--- src/rtl/enc_pkg.sv ---
// Shared types and helpers for the multi-turn encoder tracker.
package enc_pkg;

  localparam int ST_W_DEF   = 17;
  localparam int TURN_W_DEF = 16;
  localparam int SEXT_W     = 64;

  typedef enum logic [1:0] {
    IDLE  = 2'd0,
    TRACK = 2'd1,
    FAULT = 2'd2
  } state_t;

  // Sign-extends the low w bits of v to SEXT_W bits; callers size-cast the result to AP_W.
  function automatic logic [SEXT_W-1:0] sext_step(input logic [SEXT_W-1:0] v, input int w);
    logic signed [SEXT_W-1:0] t;
    t = $signed(v << (SEXT_W - w));
    return t >>> (SEXT_W - w);
  endfunction

endpackage

--- src/rtl/enc_step.sv ---
// Wrap-aware step between two single-turn positions plus the plausibility compare.
module enc_step
  import enc_pkg::*;
#(
  parameter int ST_W     = ST_W_DEF,
  parameter int MAX_STEP = 1024
) (
  input  logic [ST_W-1:0] i_pos,
  input  logic [ST_W-1:0] i_last_pos,
  output logic [ST_W-1:0] o_step,
  output logic            o_accept
);

  logic [ST_W-1:0] w_diff;
  logic [ST_W-1:0] w_mag;
  logic            w_most_neg;

  assign w_diff = i_pos - i_last_pos;
  assign w_mag  = w_diff[ST_W-1] ? -w_diff : w_diff;

  // The most negative step has no positive magnitude in ST_W bits, so reject it explicitly.
  assign w_most_neg = (w_diff == {1'b1, {(ST_W-1){1'b0}}});

  assign o_step   = w_diff;
  assign o_accept = !w_most_neg && (w_mag <= ST_W'(MAX_STEP));

endmodule

--- src/rtl/enc_track.sv ---
// Multi-turn position tracker: accumulates wrap-aware steps into an extended absolute position.
// Optional windowed velocity sum is built when ENC_TRACK_VEL_EN is defined.
module enc_track
  import enc_pkg::*;
#(
  parameter int ST_W     = ST_W_DEF,
  parameter int TURN_W   = TURN_W_DEF,
  parameter int MAX_STEP = 1024,
  parameter int MAX_ERR  = 3,
  parameter int AVG_LOG  = 2,
  localparam int AP_W    = TURN_W + ST_W,
  localparam int VEL_W   = ST_W + AVG_LOG
) (
  input  logic             enc_clk,
  input  logic             rst,
  input  logic             pos_vld,
  input  logic [ST_W-1:0]  pos_in,
  input  logic             clr,
  output logic [AP_W-1:0]  abs_pos,
  output logic             abs_vld,
  output logic [ST_W-1:0]  delta,
  output logic             jump_err,
  output logic             fault
`ifdef ENC_TRACK_VEL_EN
  ,
  output logic [VEL_W-1:0] vel,
  output logic             vel_vld
`endif
);

  state_t          r_state;
  logic [ST_W-1:0] r_last_pos;
  logic [3:0]      r_err_cnt;
  logic [AP_W-1:0] r_abs_pos;
  logic            r_abs_vld;
  logic [ST_W-1:0] r_delta;
  logic            r_jump_err;
  logic            r_fault;

  logic [ST_W-1:0] w_step;
  logic            w_accept;

  enc_step #(
    .ST_W     (ST_W),
    .MAX_STEP (MAX_STEP)
  ) u_step (
    .i_pos      (pos_in),
    .i_last_pos (r_last_pos),
    .o_step     (w_step),
    .o_accept   (w_accept)
  );

`ifdef ENC_TRACK_VEL_EN
  logic [AVG_LOG-1:0] r_win_cnt;
  logic [VEL_W-1:0]   r_vel_acc;
  logic [VEL_W-1:0]   r_vel;
  logic               r_vel_vld;
`endif

  // clr dominates a coincident frame; FAULT ignores frames until clr.
  always_ff @(posedge enc_clk) begin
    if (rst) begin
      r_state    <= IDLE;
      r_last_pos <= '0;
      r_err_cnt  <= '0;
      r_abs_pos  <= '0;
      r_abs_vld  <= 1'b0;
      r_delta    <= '0;
      r_jump_err <= 1'b0;
      r_fault    <= 1'b0;
`ifdef ENC_TRACK_VEL_EN
      r_win_cnt  <= '0;
      r_vel_acc  <= '0;
      r_vel      <= '0;
      r_vel_vld  <= 1'b0;
`endif
    end else begin
      r_abs_vld  <= 1'b0;
      r_jump_err <= 1'b0;
`ifdef ENC_TRACK_VEL_EN
      r_vel_vld  <= 1'b0;
`endif
      if (clr) begin
        r_state   <= IDLE;
        r_err_cnt <= '0;
        r_fault   <= 1'b0;
`ifdef ENC_TRACK_VEL_EN
        r_win_cnt <= '0;
        r_vel_acc <= '0;
`endif
      end else if (pos_vld) begin
        case (r_state)
          IDLE: begin
            r_abs_pos  <= {{TURN_W{1'b0}}, pos_in};
            r_last_pos <= pos_in;
            r_delta    <= '0;
            r_abs_vld  <= 1'b1;
            r_state    <= TRACK;
          end
          TRACK: begin
            if (w_accept) begin
              r_abs_pos  <= r_abs_pos + AP_W'(sext_step(SEXT_W'(w_step), ST_W));
              r_last_pos <= pos_in;
              r_delta    <= w_step;
              r_abs_vld  <= 1'b1;
              r_err_cnt  <= '0;
`ifdef ENC_TRACK_VEL_EN
              r_win_cnt  <= r_win_cnt + AVG_LOG'(1);
              if (&r_win_cnt) begin
                r_vel     <= r_vel_acc + VEL_W'(sext_step(SEXT_W'(w_step), ST_W));
                r_vel_vld <= 1'b1;
                r_vel_acc <= '0;
              end else begin
                r_vel_acc <= r_vel_acc + VEL_W'(sext_step(SEXT_W'(w_step), ST_W));
              end
`endif
            end else begin
              r_jump_err <= 1'b1;
              r_err_cnt  <= r_err_cnt + 4'd1;
              if (r_err_cnt + 4'd1 == 4'(MAX_ERR)) begin
                r_state <= FAULT;
                r_fault <= 1'b1;
              end
            end
          end
          default: begin
          end
        endcase
      end
    end
  end

  assign abs_pos  = r_abs_pos;
  assign abs_vld  = r_abs_vld;
  assign delta    = r_delta;
  assign jump_err = r_jump_err;
  assign fault    = r_fault;
`ifdef ENC_TRACK_VEL_EN
  assign vel      = r_vel;
  assign vel_vld  = r_vel_vld;
`endif

endmodule

--- config.mk ---
export PLATFORM = sky130hd
export DESIGN_NAME = enc_track
export DESIGN_NICKNAME = d
export VERILOG_FILES = /design/src/rtl/enc_pkg.sv /design/src/rtl/enc_step.sv /design/src/rtl/enc_track.sv
export SDC_FILE = /design/constraint.sdc
export NUM_CORES = 1
export LEC_CHECK = 0
export BUFFER_PORTS_ARGS = -buffer_cell sky130_fd_sc_hd__clkbuf_2
export CAP_MARGIN = 20
export CORE_UTILIZATION = 45
export CTS_CLUSTER_SIZE = 25
export DETAILED_ROUTE_END_ITERATION = 8
export PLACE_DENSITY = 0.69
export SLEW_MARGIN = 5
export SYNTH_ARGS = -nofsm -noshare
export SYNTH_HDL_FRONTEND = slang
export SYNTH_SLANG_ARGS = --single-unit
--- constraint.sdc ---
create_clock -name enc_clk -period 7.9 [get_ports enc_clk]
set_input_delay 1.185 -clock enc_clk [delete_from_list [all_inputs] [get_ports enc_clk]]
set_output_delay 1.185 -clock enc_clk [all_outputs]
set_load 0.01 [all_outputs]
# --- Word level (Yosys, flattened, before mapping) ---
# Cells that the tools add are included.
# Widths: inputs -> output; s select.
word_totals:
  ff_bits: 76
  out_inout_bits: 53
  in_bits: 21
  wordCells: 48
classes:
  reduce_logical: 11
  order_cmp: 1
  add_sub_neg: 4
  bitwise_logic: 4
  n_mux: 14
  n_eq_ne: 6
ops:
  columns: ["cell", "count"]
  rows:
  - ["$pmux 17 s2", 2]
  - ["$pmux 33 s2", 1]
  - ["$mux 17", 3]
  - ["$add 33x33->33", 1]
  - ["$mux 33", 1]
  - ["$eq 17x17->1 const B", 1]
  - ["$le 17x11->1 const B", 1]
  - ["$neg 17->17", 1]
  - ["$sub 17x17->17", 1]
  - ["$reduce_and 4->1", 3]
  - ["$add 4x1->4 const B", 1]
  - ["$eq 4x2->1 const B", 1]
  - ["$mux 2", 2]
  - ["$mux 4", 1]
  - ["$ne 2x2->1 const B", 2]
  - ["$not 1->1", 4]
  - ["$pmux 2 s2", 1]
  - ["$reduce_or 4->1", 1]
  - ["$reduce_or 3->1", 1]
  - ["$eq 2x1->1 const B", 1]
  - ["$logic_not 2->1", 1]
  - ["$mux 1", 2]
  - ["$ne 2x1->1 const B", 1]
  - ["$pmux 1 s2", 1]
  - ["other kinds (5)", 5]

# --- Logic depth before layout (Yosys ltp) ---
logic_depth:
  depth_word: 7
  depth_mapped: 21
  mapped_depth_nobuf: 21

# --- Modules after synthesis ---
# Synthesis repeated with hierarchy kept, for this count alone.
unflattened:
  cells_unflattened: 787
  area_unflattened_um2: 5833.1
modules_own_cells:
  columns: ["module", "cells_each", "area_per_inst_um2", "instances", "seq_area_each_um2"]
  rows:
  - ["enc_track", 592, 4536.9, 1, 1521.5]
  - ["enc_step", 195, 1296.2, 1, 0.0]

# --- Least setup slack after synthesis ---
# OpenSTA, ideal clock, no wires.
synth_path:
  path_kind: "input port to flip-flop"
  startpoint: "input pos_in[0]"
  endpoint: "register r_abs_pos[32], in the netlist abs_pos[32]"
  n_path_buf: 0
  slack_ns: 2.573
  arrival_time_ns: 5.195
  cell_stages: 21
  path_cell_list: "inv_1 ha_1 fa_1 nand2b_1 a21o_1 a31oi_1 nor4_1 a311oi_1 inv_1 ha_1 and3_1 a21boi_0 o21ai_0 o31ai_1 a211o_1 a31oi_1 o21ai_0 xor2_1 a31oi_1 a41oi_1 a21oi_1"
synth_via:
  elab_chain_cells: 7
  elab_cells_between_ends: 12
  classes_between: "add/sub: 3; order compare: 1; eq/ne: 2; mux: 3; reduce/logical: 3"
synth_rtl:
  columns: ["element", "line", "rtl"]
  rows:
  - ["from (decl)", "enc_track.sv:17", "input logic [ST_W-1:0] pos_in,"]
  - ["$sub 17x17->17 *", "enc_step.sv:18", "assign w_diff = i_pos - i_last_pos;"]
  - ["$neg 17->17", "enc_step.sv:19", "assign w_mag = w_diff[ST_W-1] ? -w_diff : w_diff;"]
  - ["$mux 17", "enc_step.sv:19", null]
  - ["$le 17x11->1", "enc_step.sv:25", "assign o_accept = !w_most_neg && (w_mag <= ST_W'(MAX_STEP));"]
  - ["$logic_and 1x1->1", "enc_step.sv:25", null]
  - ["$ne 2x1->1 (no line)", null, null]
  - ["$reduce_and 4->1 (no line)", null, null]
  - ["to (signal assigned)", "enc_track.sv:94", "r_abs_pos <= {{TURN_W{1'b0}}, pos_in};"]
  - ["to (signal assigned)", "enc_track.sv:102", "r_abs_pos <= r_abs_pos + AP_W'(sext_step(SEXT_W'(w_step), ST_W));"]
  - ["to (decl)", "enc_track.sv:34", "logic [AP_W-1:0] r_abs_pos;"]
# Every way passes the cells marked *; elsewhere a longest branch is shown, timed or not. The select of a mux whose other input is x is not followed.
# A chain may end at the register's enable or synchronous reset.

# --- Worst setup path after layout ---
# Ends and elaborated chain as after synthesis.

==> run_results.csv <==
group,metric,value,unit
global_route,grt_pass1_wl,25.50,mm
synth,synthTopCellsByCount,"nand2_1, a21oi_1, dfxtp_1",
critical_path,cpLargestDelayFamily,"compound AO/OA/AOI/OAI gates",
critical_path,reg2reg_depth,20,
clock_network,cts_tree,"done",
pwr,leakage,2.766,nW
floorplanning,ios,74,
critical_path,r2r_setup_slack,2770,ps
routing,dr.pass1.iters,5,
place,portBuffers,73,
global_route,first_global_vias,5144,
status,status,"finished clean",
critical_path,worst_path_largest_cell_delay,600,ps
place,numPlacedInstances,1006,
timing,tightest_slew,993.7,ps
timing,fin_tns_setup,0,ps
synth,ys_ff_latch,76,
global_route,grt_max_degree,71,
critical_path,startpoint_type,"primary input",
synth,yosysSeqAreaShare,0.2569,
pwr,peakVddDrop,0.00008563,V
layout,syn_to_final_growth,13.42,%
global_route,grt_overflow,0,
timing,period_needed,5810,ps
clock_network,htree_levels,3,
min_path,hold_path.class,"flop to flop",
synth,synth_edf_count,0,
synth,synthFlopType,"dfxtp_1",
layout,post_layout_nonfiller_instances,1022,
routing,vias,5868,
clock_network,post_cts_buffers,0,
synth,synth.area.top_cells,"dfxtp_1, ha_1, a21oi_1",
critical_path,worstPathArrival,6010,ps
clock_network,cts_sinks,76,
timing,period_share,0.7354,
floorplanning,start_util,0.4655,
floorplanning,fp.dieW,116.7,um
synth,ys_async_sr_fraction,0,
critical_path,crit_path_max_fanout,5,
timing,relSlewSlack,0.3375,
routing,routed_wl,15.94,mm
pwr,p_per_area,196.5,nW/um^2
layout,nets,919,
place,gp_congestion,0.8876,
clock_network,numCtsBuffers,9,
floorplanning,die_h,116.7,um
floorplanning,core-area,12720,um^2
critical_path,cp-startpoint,"pos_in[0]",
layout,layout-drive-gt1-share,0.1376,
global_route,grtUsageTotal,0.2421,
clock_network,cts_hold_buf,0,
clock_network,cts_buffer_depth,2,
critical_path,crit_end,"abs_pos[32]",
timing,hold_violations,0,
clock_network,cts.clk_slew.worst_paths,70,ps
critical_path,rr_endpoint,"abs_pos[32]",
critical_path,cp_cell_sequence,"clkbuf_2, inv_1, ha_1, fa_1, nand2b_1, a21o_1, a31oi_1, nor4_1, a311oi_1, inv_1, ha_1, and3_1, a21boi_0, o21ai_0, o31ai_1, a211o_1, a31oi_1, o21ai_0, xor2_1, a31oi_1, a41oi_1, a21oi_1",
synth,synthCells,794,
synth,synth_top_cell_by_area,"dfxtp_1",
floorplanning,rows,41,
clock_network,cts_resized,0,
routing,antenna_left,0,
global_route,antenna_found_initial,0,
timing,finClkSkew,9.134,ps
routing,drc_errors,0,
synth,synth_area_per_cell,7.458,um^2
timing,max_freq,172.1,MHz
synth,ys_warn_count,0,
critical_path,worstPathRequired,8100,ps
routing,vias_per_cell,5.742,
clock_network,clk_latency,350,ps
synth,synth_cell_type_count,69,
floorplanning,die_area,13620,um^2
timing,setup_viol_count_final,0,
critical_path,cp-end-kind,"flop",
synth,yosysMostFrequentCell,"nand2_1",
routing,wl_per_cell,15.60,um
timing,drv_slew,0,
critical_path,path_class,"primary input to flop",
layout,diodes,0,
routing,drtIter0Drc,495,
synth,synth_top_area_frac,0.2569,
critical_path,slowest_stage,"o31ai_1",
synth,synth_nets,868,
clock_network,cts_root_buf,"clkbuf_16",
flow_run,cap_viol_max_count,0,
synth,syn_area,5922,um^2
critical_path,r2r-start,"r_last_pos[0]",
critical_path,crit_cells,22,
timing,rsz0062_at_grt,"false",
critical_path,crit_buf_inv,3,
critical_path,crit_top_cell,"a31oi_1",
place,dpl.hpwl,11.48,mm
-- registers in the layout (all words and copies together) (netlist names) --
| register | flops |
|---|---|
| fault | 1 |
| r_last_pos | 17 |
| jump_err | 1 |
| r_err_cnt | 4 |
| r_state | 2 |
| abs_pos | 33 |
| abs_vld | 1 |
| delta | 17 |
-- worst min-delay path, stage by stage, from the launching register on --
cell and delay [ps]:
dfxtp_1 310, nand2_1 50, a21oi_1 50
-- metrics by stage --
step / hold slack [ps] / instance area [um^2] / worst slack [ps] / power (mW) / utilization
after global placement: 442.0 / 6380 / 1932 / 0.8507 / 0.5015
final: 452.5 / 6716 / 2090 / 1.320 / 0.5279
after floorplan: 436.3 / 5922 / 2573 / 0.7526 / -
after detailed placement: 447.0 / 6380 / 1736 / 0.8521 / 0.5015
after CTS: 455.4 / 6716 / 2083 / 1.320 / 0.5279
after global routing: 476.2 / 6716 / 1484 / 1.395 / 0.5279
-- worst min-delay path by stage --
stage                                 to  cells after the start            from  slack [ps]
after global routing           delta[16]                      2       delta[16]         480
after CTS                      delta[11]                      2       delta[11]         460
final                     r_last_pos[12]                      2  r_last_pos[12]         450
after floorplan           r_last_pos[10]                      2  r_last_pos[10]         440
after detailed placement       delta[11]                      2       delta[11]         450
after global placement          delta[0]                      2        delta[0]         440
-- placed cells by master (no fill, tap or decap), types with 27 or more instances in the layout --
master	instances
a21oi_1	96
clkbuf_2	73
dfxtp_1	76
ha_1	51
inv_1	43
nand2_1	103
nand3_1	36
nor2_1	47
o21ai_0	41
xnor2_1	27
-- layout make-up --
cell class                 instances  area (um^2)
clock buffer                      11        252.7
clock inverter                     5        83.83
fill                            1343         6006
inverter                          45        168.9
multi-input combinational        635         4071
sequential                        76         1521
tap                              172        215.2
timing repair buffer              78        402.9
-- per-layer routing --
layer	routed length [um]	vias to the layer above	GRT usage
li1	-	2968	-
met1	7596	2709	0.3273
met2	7143	157	0.3700
met3	715	34	0.05241
met4	485	0	0.1055
met5	0	-	0
-- where the power goes --
| part | internal (mW) | total, mW | switching (mW) |
|---|---|---|---|
| registers | 0.397 | 0.409 | 0.0115 |
| logic | 0.168 | 0.442 | 0.274 |
| clock network | 0.294 | 0.469 | 0.174 |
| total | 0.860 | 1.32 | 0.460 |
-- kinds of logic after synthesis --
family / synth area share
and+or+nand+nor: 0.2259
AOI/OAI and AO/OA: 0.2783
buffers and inverters: 0.05789
DFF: 0.2569
adders and majority gates: 0.1145
xor gates and xnor gates: 0.06487
muxes: 0.001690
(Power assumes the default switching activity.)
